`config.mk`:
```
export PLATFORM = sky130hd
export DESIGN_NAME = alu_multicycle_ctrl
export DESIGN_NICKNAME = d
export VERILOG_FILES = /design/src/rtl/alu_multicycle_ctrl.sv
export SDC_FILE = /design/constraint.sdc
export NUM_CORES = 1
export LEC_CHECK = 0
export CORE_ASPECT_RATIO = 0.9
export CORE_UTILIZATION = 49
export DETAILED_ROUTE_END_ITERATION = 8
export GPL_TIMING_DRIVEN = 1
export PLACE_DENSITY = 0.85
export SYNTH_ARGS = -nofsm -noshare
export SYNTH_HDL_FRONTEND = slang
export SYNTH_SLANG_ARGS = --single-unit
export TNS_END_PERCENT = 5
```
`constraint.sdc`:
```
create_clock -name clock -period 2.7 [get_ports clock]
set_input_delay 0.54 -clock clock [delete_from_list [all_inputs] [get_ports clock]]
set_output_delay 0.54 -clock clock [all_outputs]
set_load 0.05 [all_outputs]
```
`src/rtl/alu_multicycle_ctrl.sv`:
```
// ALU operation sequencer: decodes R-type/addi instructions into a one-hot unit select
// and times the multi-cycle multiply and divide units with a down-counter.
module alu_multicycle_ctrl #(
  parameter int MUL_CYCLES = 17,
  parameter int DIV_CYCLES = 33,
  parameter int CNT_W      = 8
) (
  input  logic       clock,
  input  logic       reset_n,
  input  logic       in_valid,
  input  logic [4:0] opcode,
  input  logic [4:0] alu_op,
  input  logic       divisor_zero,
  input  logic       flush,
  output logic       in_ready,
  output logic [8:0] op_sel,
  output logic       mul_start,
  output logic       div_start,
  output logic       busy,
  output logic       op_done,
  output logic       illegal,
  output logic       div_by_zero
);

  // state | meaning
  // IDLE  | ready; single-cycle ops complete here
  // MUL   | multiplier running, cnt counts down to the op_done cycle
  // DIV   | divider running, cnt counts down to the op_done cycle
  typedef enum logic [1:0] {IDLE, MUL, DIV} state_t;

  localparam int SEL_MUL = 7;
  localparam int SEL_DIV = 8;

  state_t           state;
  logic [CNT_W-1:0] cnt;
  logic             dz_lat;
  logic [8:0]       dec_sel;

  assign in_ready = (state == IDLE);
  assign busy     = (state != IDLE);

  // One-hot order {div,mul,sra,sll,or,and,sub,addi,add}; all-zero means not an ALU op.
  always_comb begin
    dec_sel = '0;
    if (opcode == 5'b00101) begin
      dec_sel[1] = 1'b1;
    end else if (opcode == 5'b00000) begin
      case (alu_op)
        5'b00000: dec_sel[0] = 1'b1;
        5'b00001: dec_sel[2] = 1'b1;
        5'b00010: dec_sel[3] = 1'b1;
        5'b00011: dec_sel[4] = 1'b1;
        5'b00100: dec_sel[5] = 1'b1;
        5'b00101: dec_sel[6] = 1'b1;
        5'b00110: dec_sel[SEL_MUL] = 1'b1;
        5'b00111: dec_sel[SEL_DIV] = 1'b1;
        default:  dec_sel = '0;
      endcase
    end
  end

  always_ff @(posedge clock) begin
    if (!reset_n) begin
      state       <= IDLE;
      cnt         <= '0;
      dz_lat      <= 1'b0;
      op_sel      <= '0;
      mul_start   <= 1'b0;
      div_start   <= 1'b0;
      op_done     <= 1'b0;
      illegal     <= 1'b0;
      div_by_zero <= 1'b0;
    end else begin
      mul_start   <= 1'b0;
      div_start   <= 1'b0;
      op_done     <= 1'b0;
      illegal     <= 1'b0;
      div_by_zero <= 1'b0;
      if (flush) begin
        state  <= IDLE;
        cnt    <= '0;
        dz_lat <= 1'b0;
        op_sel <= '0;
      end else begin
        case (state)
          IDLE: begin
            op_sel <= '0;
            if (in_valid) begin
              if (dec_sel[SEL_MUL]) begin
                state     <= MUL;
                op_sel    <= dec_sel;
                cnt       <= CNT_W'(MUL_CYCLES - 1);
                mul_start <= 1'b1;
                op_done   <= (MUL_CYCLES == 1);
              end else if (dec_sel[SEL_DIV]) begin
                state       <= DIV;
                op_sel      <= dec_sel;
                cnt         <= CNT_W'(DIV_CYCLES - 1);
                dz_lat      <= divisor_zero;
                div_start   <= 1'b1;
                op_done     <= (DIV_CYCLES == 1);
                div_by_zero <= (DIV_CYCLES == 1) && divisor_zero;
              end else if (dec_sel != '0) begin
                op_sel  <= dec_sel;
                op_done <= 1'b1;
              end else begin
                illegal <= 1'b1;
              end
            end
          end
          MUL, DIV: begin
            if (cnt == '0) begin
              state  <= IDLE;
              op_sel <= '0;
            end else begin
              cnt <= cnt - CNT_W'(1);
              // op_done is registered, so it is raised on the edge that lands cnt on zero.
              if (cnt == CNT_W'(1)) begin
                op_done     <= 1'b1;
                div_by_zero <= (state == DIV) && dz_lat;
              end
            end
          end
          default: begin
            state  <= IDLE;
            op_sel <= '0;
          end
        endcase
      end
    end
  end

endmodule

```
==> results of run 1 <==
-- routing by layer --
metal | wire [um] | track usage [%]
met5 | 0 | 0
met1 | 1460 | 30.9
met4 | 23 | 6.10
met2 | 1580 | 39.9
met3 | 195 | 6.33
-- state kept, by name (all words and copies together) (netlist names) --
signal / flops
state: 2
op_done: 1
op_sel: 9
cnt: 8
div_start: 1
div_by_zero: 1
mul_start: 1
illegal: 1
dz_lat: 1
-- cell usage in the layout (no fill, tap or decap), drive strengths merged, types with 2 or more instances in the layout --
cell type / count
clkdlybuf4s50: 30
dfxtp: 25
nand2: 14
a21oi: 12
nand3: 9
or4: 8
buf: 8
inv: 7
nor2: 6
o31ai: 6
nor4: 6
nor3: 5
nand4: 5
ha: 5
mux2i: 4
o21ai: 4
clkbuf: 4
or3: 3
or2: 3
nand3b: 3
nand2b: 2
o31a: 2
nor2b: 2
a31o: 2
-- worst max-delay path by stage --
stage           endpoint  cells past startpoint       from
5_1_grt             busy                      4   state[0]
6_report          cnt[1]                      5  opcode[0]
4_1_cts             busy                      4   state[0]
2_1_floorplan  op_sel[8]                      7   state[0]
3_3_place_gp      cnt[3]                      5  opcode[0]
3_5_place_dp      cnt[1]                      5  opcode[0]
-- worst min-delay path: stages (launching register included) --
cell     delay, ns
dfxtp_1       0.33
nand2_1       0.05
a21oi_1       0.05
-- power by group through the flow --
stage               sequential (W)  clock (W)  combinational [W]
floorplan                 0.000381          0          0.0000187
finish                    0.000370   0.000171          0.0000568
global route              0.000370   0.000186          0.0000616
detailed placement        0.000378          0          0.0000561
global placement          0.000378          0          0.0000543
CTS                       0.000370   0.000174          0.0000567
-- per-stage QoR --
| stage | total power, W | hold WS, ns |
|---|---|---|
| floorplan | 0.000399 | 0.449 |
| global placement | 0.000432 | 0.440 |
| detailed placement | 0.000434 | 0.446 |
| CTS | 0.000601 | 0.466 |
| global route | 0.000618 | 0.488 |
| finish | 0.000598 | 0.466 |
-- kinds of logic (layout without fill, tap and decap cells) --
kind of cell	Yosys count	after routing	share of synthesized area (%)
buf+inv	17	49	5.09
flops	25	25	38.4
fa+ha+maj	5	5	4.80
mux	5	5	3.94
compound gates	32	32	16.7
simple gates	70	70	31.0
-- cell type report --
type                       count  area [sq um]  area share, %
clock buffer                   4          26.3           1.56
inverter                       7          26.3           1.56
multi-input combinational    112           736           43.7
sequential                    25           500           29.7
tap                           28          35.0           2.08
timing repair buffer          38           360           21.4
==> results.sh, run 1 <==
export IMPL_status="complete, no violations"
export IMPL_power_density_nw_per_um2=355
export IMPL_drv_slew=0
export IMPL_synth_cell_types=37
export IMPL_core_sq_um=2490
export IMPL_crit_type="input pin to flop"
export IMPL_synth_top_area_share_pct=38.4
export IMPL_ys_flop_type="dfxtp_1"
export IMPL_ys_warnings_count=0
export IMPL_cts_hold_buf=0
export IMPL_dp_cells=210
export IMPL_whs_endpoint="op_sel[0]"
export IMPL_gp_congestion=0.989
export IMPL_synthCells=154
export IMPL_path_cells="clkdlybuf4s50_1, or4_1, o31a_1, or2_2, a31o_2"
export IMPL_drt_wl_total_mm=3.25
export IMPL_synth_seq_area_share_pct=38.4
export IMPL_rsz0062_at_grt="no"
export IMPL_startpoint_type="input pin"
export IMPL_ant_nets=0
export IMPL_worstPathMaxFanout=14
export IMPL_synth_area_per_cell_sq_um=8.46
export IMPL_instances_no_fill=214
export IMPL_fmax_mhz=409
export IMPL_finalClockSkew_ns=0.00554
export IMPL_final_util_pct=67.7
export IMPL_critPathTopFamily="simple AND/OR/NAND/NOR gates"
export IMPL_maxCapViolCount=0
export IMPL_fin_nets=207
export IMPL_synth_seq_cells=25
export IMPL_grtUsageTotal_pct=23.9
export IMPL_leakage_nw=0.594
export IMPL_required_ns=2.94
export IMPL_cts_setup_buffers=0
export IMPL_tns_ns=0
export IMPL_drt_iter0_drc=63
export IMPL_viasPerCell=6.04
export IMPL_area_growth_pct=29.3
export IMPL_grt_pass1_vias=1213
export IMPL_critical_path_arrival_ns=2.68
export IMPL_grt_max_degree=15
export IMPL_start_util_pct=52.3
export IMPL_ctsResizeCount=0
export IMPL_cts_sinks=25
export IMPL_via_count=1292
export IMPL_fp_dieW_um=56.3
export IMPL_die_h_um=50.9
export IMPL_slowest_delay_ns=0.56
export IMPL_pwr_share_clk_pct=28.6
export IMPL_placementRows=17
export IMPL_clock_path_buffers=2
export IMPL_rrSetupSlack_ns=0.41
export IMPL_p_seq_share_pct=61.9
export IMPL_io_buffers=30
export IMPL_p_sw_w=0.000141
export IMPL_setup_viol=0
export IMPL_hold_class="flop to flop"
export IMPL_grt_overflow=0
export IMPL_timing_rr_end="state[1]"
export IMPL_antenna_found_initial=0
export IMPL_fillers=213
export IMPL_timing_final_crit_share_pct=90.5
export IMPL_hold_viol=0
export IMPL_yosys_area_top_type="dfxtp_1"
export IMPL_synthTopCellsByCount="dfxtp_1 (25), nand2_1 (14), a21oi_1 (12), nand3_1 (9), or4_1 (8)"
export IMPL_syn_cell_area_sq_um=1300
export IMPL_tightest_slew_ns=0.611
export IMPL_timing_hold_worst_path_depth=2
export IMPL_cp_end_kind="flop"
export IMPL_root_buffer="clkbuf_4"
export IMPL_synth_most_common_cell="dfxtp_1"
export IMPL_drive_gt1_share_pct=11.3
export IMPL_internal_power_w=0.000456
export IMPL_io_pins=31
export IMPL_r2r_start="cnt[0]"
export IMPL_pwr_share_comb_pct=9.5
export IMPL_synth_edf_count=0
export IMPL_cts_buffers=3
export IMPL_firstDrtPassIters=4
export IMPL_dpl_hpwl_mm=2.48
export IMPL_drc=0
export IMPL_grt_pass1_wl_mm=5.38
export IMPL_p_sw_share_pct=23.6
export IMPL_cts_tree="yes"
export IMPL_synth_fp_nets=174
export IMPL_ff2ff_path_depth=6
export IMPL_period_needed_ns=2.44
export IMPL_clkLatencyLatePin_ns=0.33
export IMPL_ir_drop_mv=0.355
export IMPL_final_cell_area_sq_um=1680
export IMPL_synthTopCellsByArea="dfxtp_1 (38%), ha_1 (4.8%), a21oi_1 (4.6%)"
export IMPL_clkSlewWorstSetupHoldPaths_ns=0.13
export IMPL_cp_slowest_cell="or4_1"
export IMPL_hold_path_startpoint="op_sel[0]"
export IMPL_die_area_sq_um=2870
export IMPL_max_slew_margin_pct=59.3
export IMPL_pre_cts_ws_ns=-0.0809
export IMPL_h_tree_depth=1
export IMPL_async_reset_ff_share_pct=0
export IMPL_wire_per_inst_um=15.2
export IMPL_path_buf_inv=1
export IMPL_antenna_cells=0
export IMPL_place_area_sq_um=1660
export IMPL_worst_slack_ns=0.255
(Power assumes the default switching activity.)
==> run 2, diff against run 1 <==
--- a/config.mk
+++ b/config.mk
@@ -7,6 +7,8 @@
 export LEC_CHECK = 0
 export CORE_ASPECT_RATIO = 0.9
 export CORE_UTILIZATION = 49
+export CTS_CLUSTER_DIAMETER = 120
+export CTS_CLUSTER_SIZE = 24
 export DETAILED_ROUTE_END_ITERATION = 8
 export GPL_TIMING_DRIVEN = 1
 export PLACE_DENSITY = 0.85
==> results of run 2 <==
No change in the layout: final DEF, timing and power equal those of run 1.
==> run 3, diff against run 2 <==
--- a/config.mk
+++ b/config.mk
@@ -7,6 +7,7 @@
 export LEC_CHECK = 0
 export CORE_ASPECT_RATIO = 0.9
 export CORE_UTILIZATION = 49
+export CTS_BUF_LIST = sky130_fd_sc_hd__clkbuf_4 sky130_fd_sc_hd__clkbuf_8 sky130_fd_sc_hd__clkbuf_16
 export CTS_CLUSTER_DIAMETER = 120
 export CTS_CLUSTER_SIZE = 24
 export DETAILED_ROUTE_END_ITERATION = 8
@@ -15,4 +16,4 @@
 export SYNTH_ARGS = -nofsm -noshare
 export SYNTH_HDL_FRONTEND = slang
 export SYNTH_SLANG_ARGS = --single-unit
-export TNS_END_PERCENT = 5
+export TNS_END_PERCENT = 1
==> results.sh, run 3 (synthesis results as in run 1) <==
export IMPL_status="complete, no violations"
export IMPL_grtUsageTotal_pct=24.1
export IMPL_p_sw_w=0.000141
export IMPL_ff2ff_path_depth=6
export IMPL_timing_rr_end="state[1]"
export IMPL_via_count=1313
export IMPL_rrSetupSlack_ns=0.44
export IMPL_pwr_share_comb_pct=9.4
export IMPL_timing_hold_worst_path_depth=2
export IMPL_required_ns=2.16
export IMPL_wire_per_inst_um=15.3
export IMPL_final_util_pct=67.8
export IMPL_worstPathMaxFanout=3
export IMPL_clkSlewWorstSetupHoldPaths_ns=0.13
export IMPL_drv_slew=0
export IMPL_die_area_sq_um=2870
export IMPL_tightest_slew_ns=0.637
export IMPL_clkLatencyLatePin_ns=0.33
export IMPL_setup_viol=0
export IMPL_drive_gt1_share_pct=11.8
export IMPL_critical_path_arrival_ns=1.91
export IMPL_antenna_found_initial=0
export IMPL_cp_slowest_cell="clkdlybuf4s50_1"
export IMPL_r2r_start="cnt[0]"
export IMPL_cts_buffers=3
export IMPL_firstDrtPassIters=5
export IMPL_start_util_pct=52.3
export IMPL_hold_viol=0
export IMPL_slowest_delay_ns=0.81
export IMPL_viasPerCell=6.14
export IMPL_max_slew_margin_pct=57.5
export IMPL_crit_type="flop to output port"
export IMPL_io_pins=31
export IMPL_grt_pass1_wl_mm=5.42
export IMPL_maxCapViolCount=0
export IMPL_p_sw_share_pct=23.3
export IMPL_fp_dieW_um=56.3
export IMPL_top_regs="op_sel: 9 flops, cnt: 8 flops, state: 2 flops"
export IMPL_grt_max_degree=15
export IMPL_timing_final_crit_share_pct=90.8
export IMPL_h_tree_depth=1
export IMPL_instances_no_fill=214
export IMPL_area_growth_pct=29.6
export IMPL_layout_cells_most_common_list="clkdlybuf4s50_1 (30), dfxtp_1 (25), nand2_1 (14)"
export IMPL_cp_end_kind="output port"
export IMPL_p_seq_share_pct=60.9
export IMPL_die_h_um=50.9
export IMPL_dpl_hpwl_mm=2.48
export IMPL_ctsResizeCount=0
export IMPL_drt_wl_total_mm=3.28
export IMPL_crit_top_cell="inv_1"
export IMPL_fmax_mhz=408
export IMPL_cts_hold_buf=0
export IMPL_path_cells="inv_1, ha_1, inv_1, clkdlybuf4s50_1"
export IMPL_fin_nets=207
export IMPL_rsz0062_at_grt="no"
export IMPL_power_density_nw_per_um2=360
export IMPL_pwr_share_clk_pct=29.7
export IMPL_dp_cells=210
export IMPL_root_buffer="clkbuf_4"
export IMPL_core_sq_um=2490
export IMPL_hold_class="flop to flop"
export IMPL_cts_tree="yes"
export IMPL_leakage_nw=0.598
export IMPL_internal_power_w=0.000466
export IMPL_path_buf_inv=3
export IMPL_finalClockSkew_ns=0.00460
export IMPL_ir_drop_mv=0.355
export IMPL_whs_endpoint="op_sel[0]"
export IMPL_largest_reg_flops=9
export IMPL_antenna_cells=0
export IMPL_clock_path_buffers=2
export IMPL_gp_congestion=0.989
export IMPL_cts_sinks=25
export IMPL_drc=0
export IMPL_period_needed_ns=2.45
export IMPL_grt_overflow=0
export IMPL_startpoint_type="flop"
export IMPL_critPathTopFamily="buffers and inverters"
export IMPL_placementRows=17
export IMPL_final_common_cell="clkdlybuf4s50_1"
export IMPL_ant_nets=0
export IMPL_hold_path_startpoint="op_sel[0]"
export IMPL_grt_pass1_vias=1220
export IMPL_regMostFlops="op_sel"
export IMPL_drt_iter0_drc=66
export IMPL_cts_setup_buffers=0
export IMPL_io_buffers=30
[run 3: worst max path at each step]
| stage | startpoint | end | slack, ns | depth (start not counted) |
|---|---|---|---|---|
| 2_1_floorplan | state[0] | op_sel[8] | 0.48 | 7 |
| 3_3_place_gp | opcode[0] | cnt[3] | -0.02 | 5 |
| 3_5_place_dp | opcode[0] | cnt[1] | -0.08 | 5 |
| 4_1_cts | state[0] | busy | 0.24 | 4 |
| 5_1_grt | state[0] | busy | 0.14 | 4 |
| 6_report | state[0] | busy | 0.25 | 4 |
[run 3: worst reg2reg max path, stage by stage (launching register included)]
cell     delay, ns
dfxtp_1       0.38
inv_1         0.09
ha_1          0.23
or3b_2        0.48
o21a_1        0.34
or4_1         0.55
a21oi_1       0.14
[run 3: power by group through the flow]
stage / sequential [W] / clock [W] / combinational, W
3_3_place_gp: 0.000378 / 0 / 0.0000543
2_1_floorplan: 0.000381 / 0 / 0.0000187
4_1_cts: 0.000370 / 0.000184 / 0.0000567
5_1_grt: 0.000370 / 0.000196 / 0.0000616
3_5_place_dp: 0.000378 / 0 / 0.0000561
6_report: 0.000370 / 0.000180 / 0.0000572
[run 3: through the flow]
stage	worst slack, ns	instance area [sq um]	hold WS [ns]	total power (W)	TNS [ns]
after global routing	0.143	1690	0.488	0.000628	0
after detailed placement	-0.0809	1660	0.446	0.000434	-0.278
after floorplan	0.477	1300	0.449	0.000399	0
final	0.248	1690	0.466	0.000608	0
after CTS	0.244	1690	0.466	0.000611	0
after global placement	-0.0170	1660	0.440	0.000432	-0.0279
[run 3: final cells by class]
| type | count | area, sq um |
|---|---|---|
| Fill cell | 211 | 801 |
| Multi-Input combinational cell | 112 | 736 |
| Sequential cell | 25 | 500 |
| Timing Repair Buffer | 38 | 360 |
| Tap cell | 28 | 35.0 |
| Clock buffer | 4 | 30.0 |
| Inverter | 7 | 26.3 |
[run 3: layer usage]
layer	wire length, um	part of all wire, %	global-route usage, %
met4	23	0.70	6.91
met3	136	4.1	6.33
met5	0	0	0
met2	1610	49	39.9
met1	1510	46	31.0
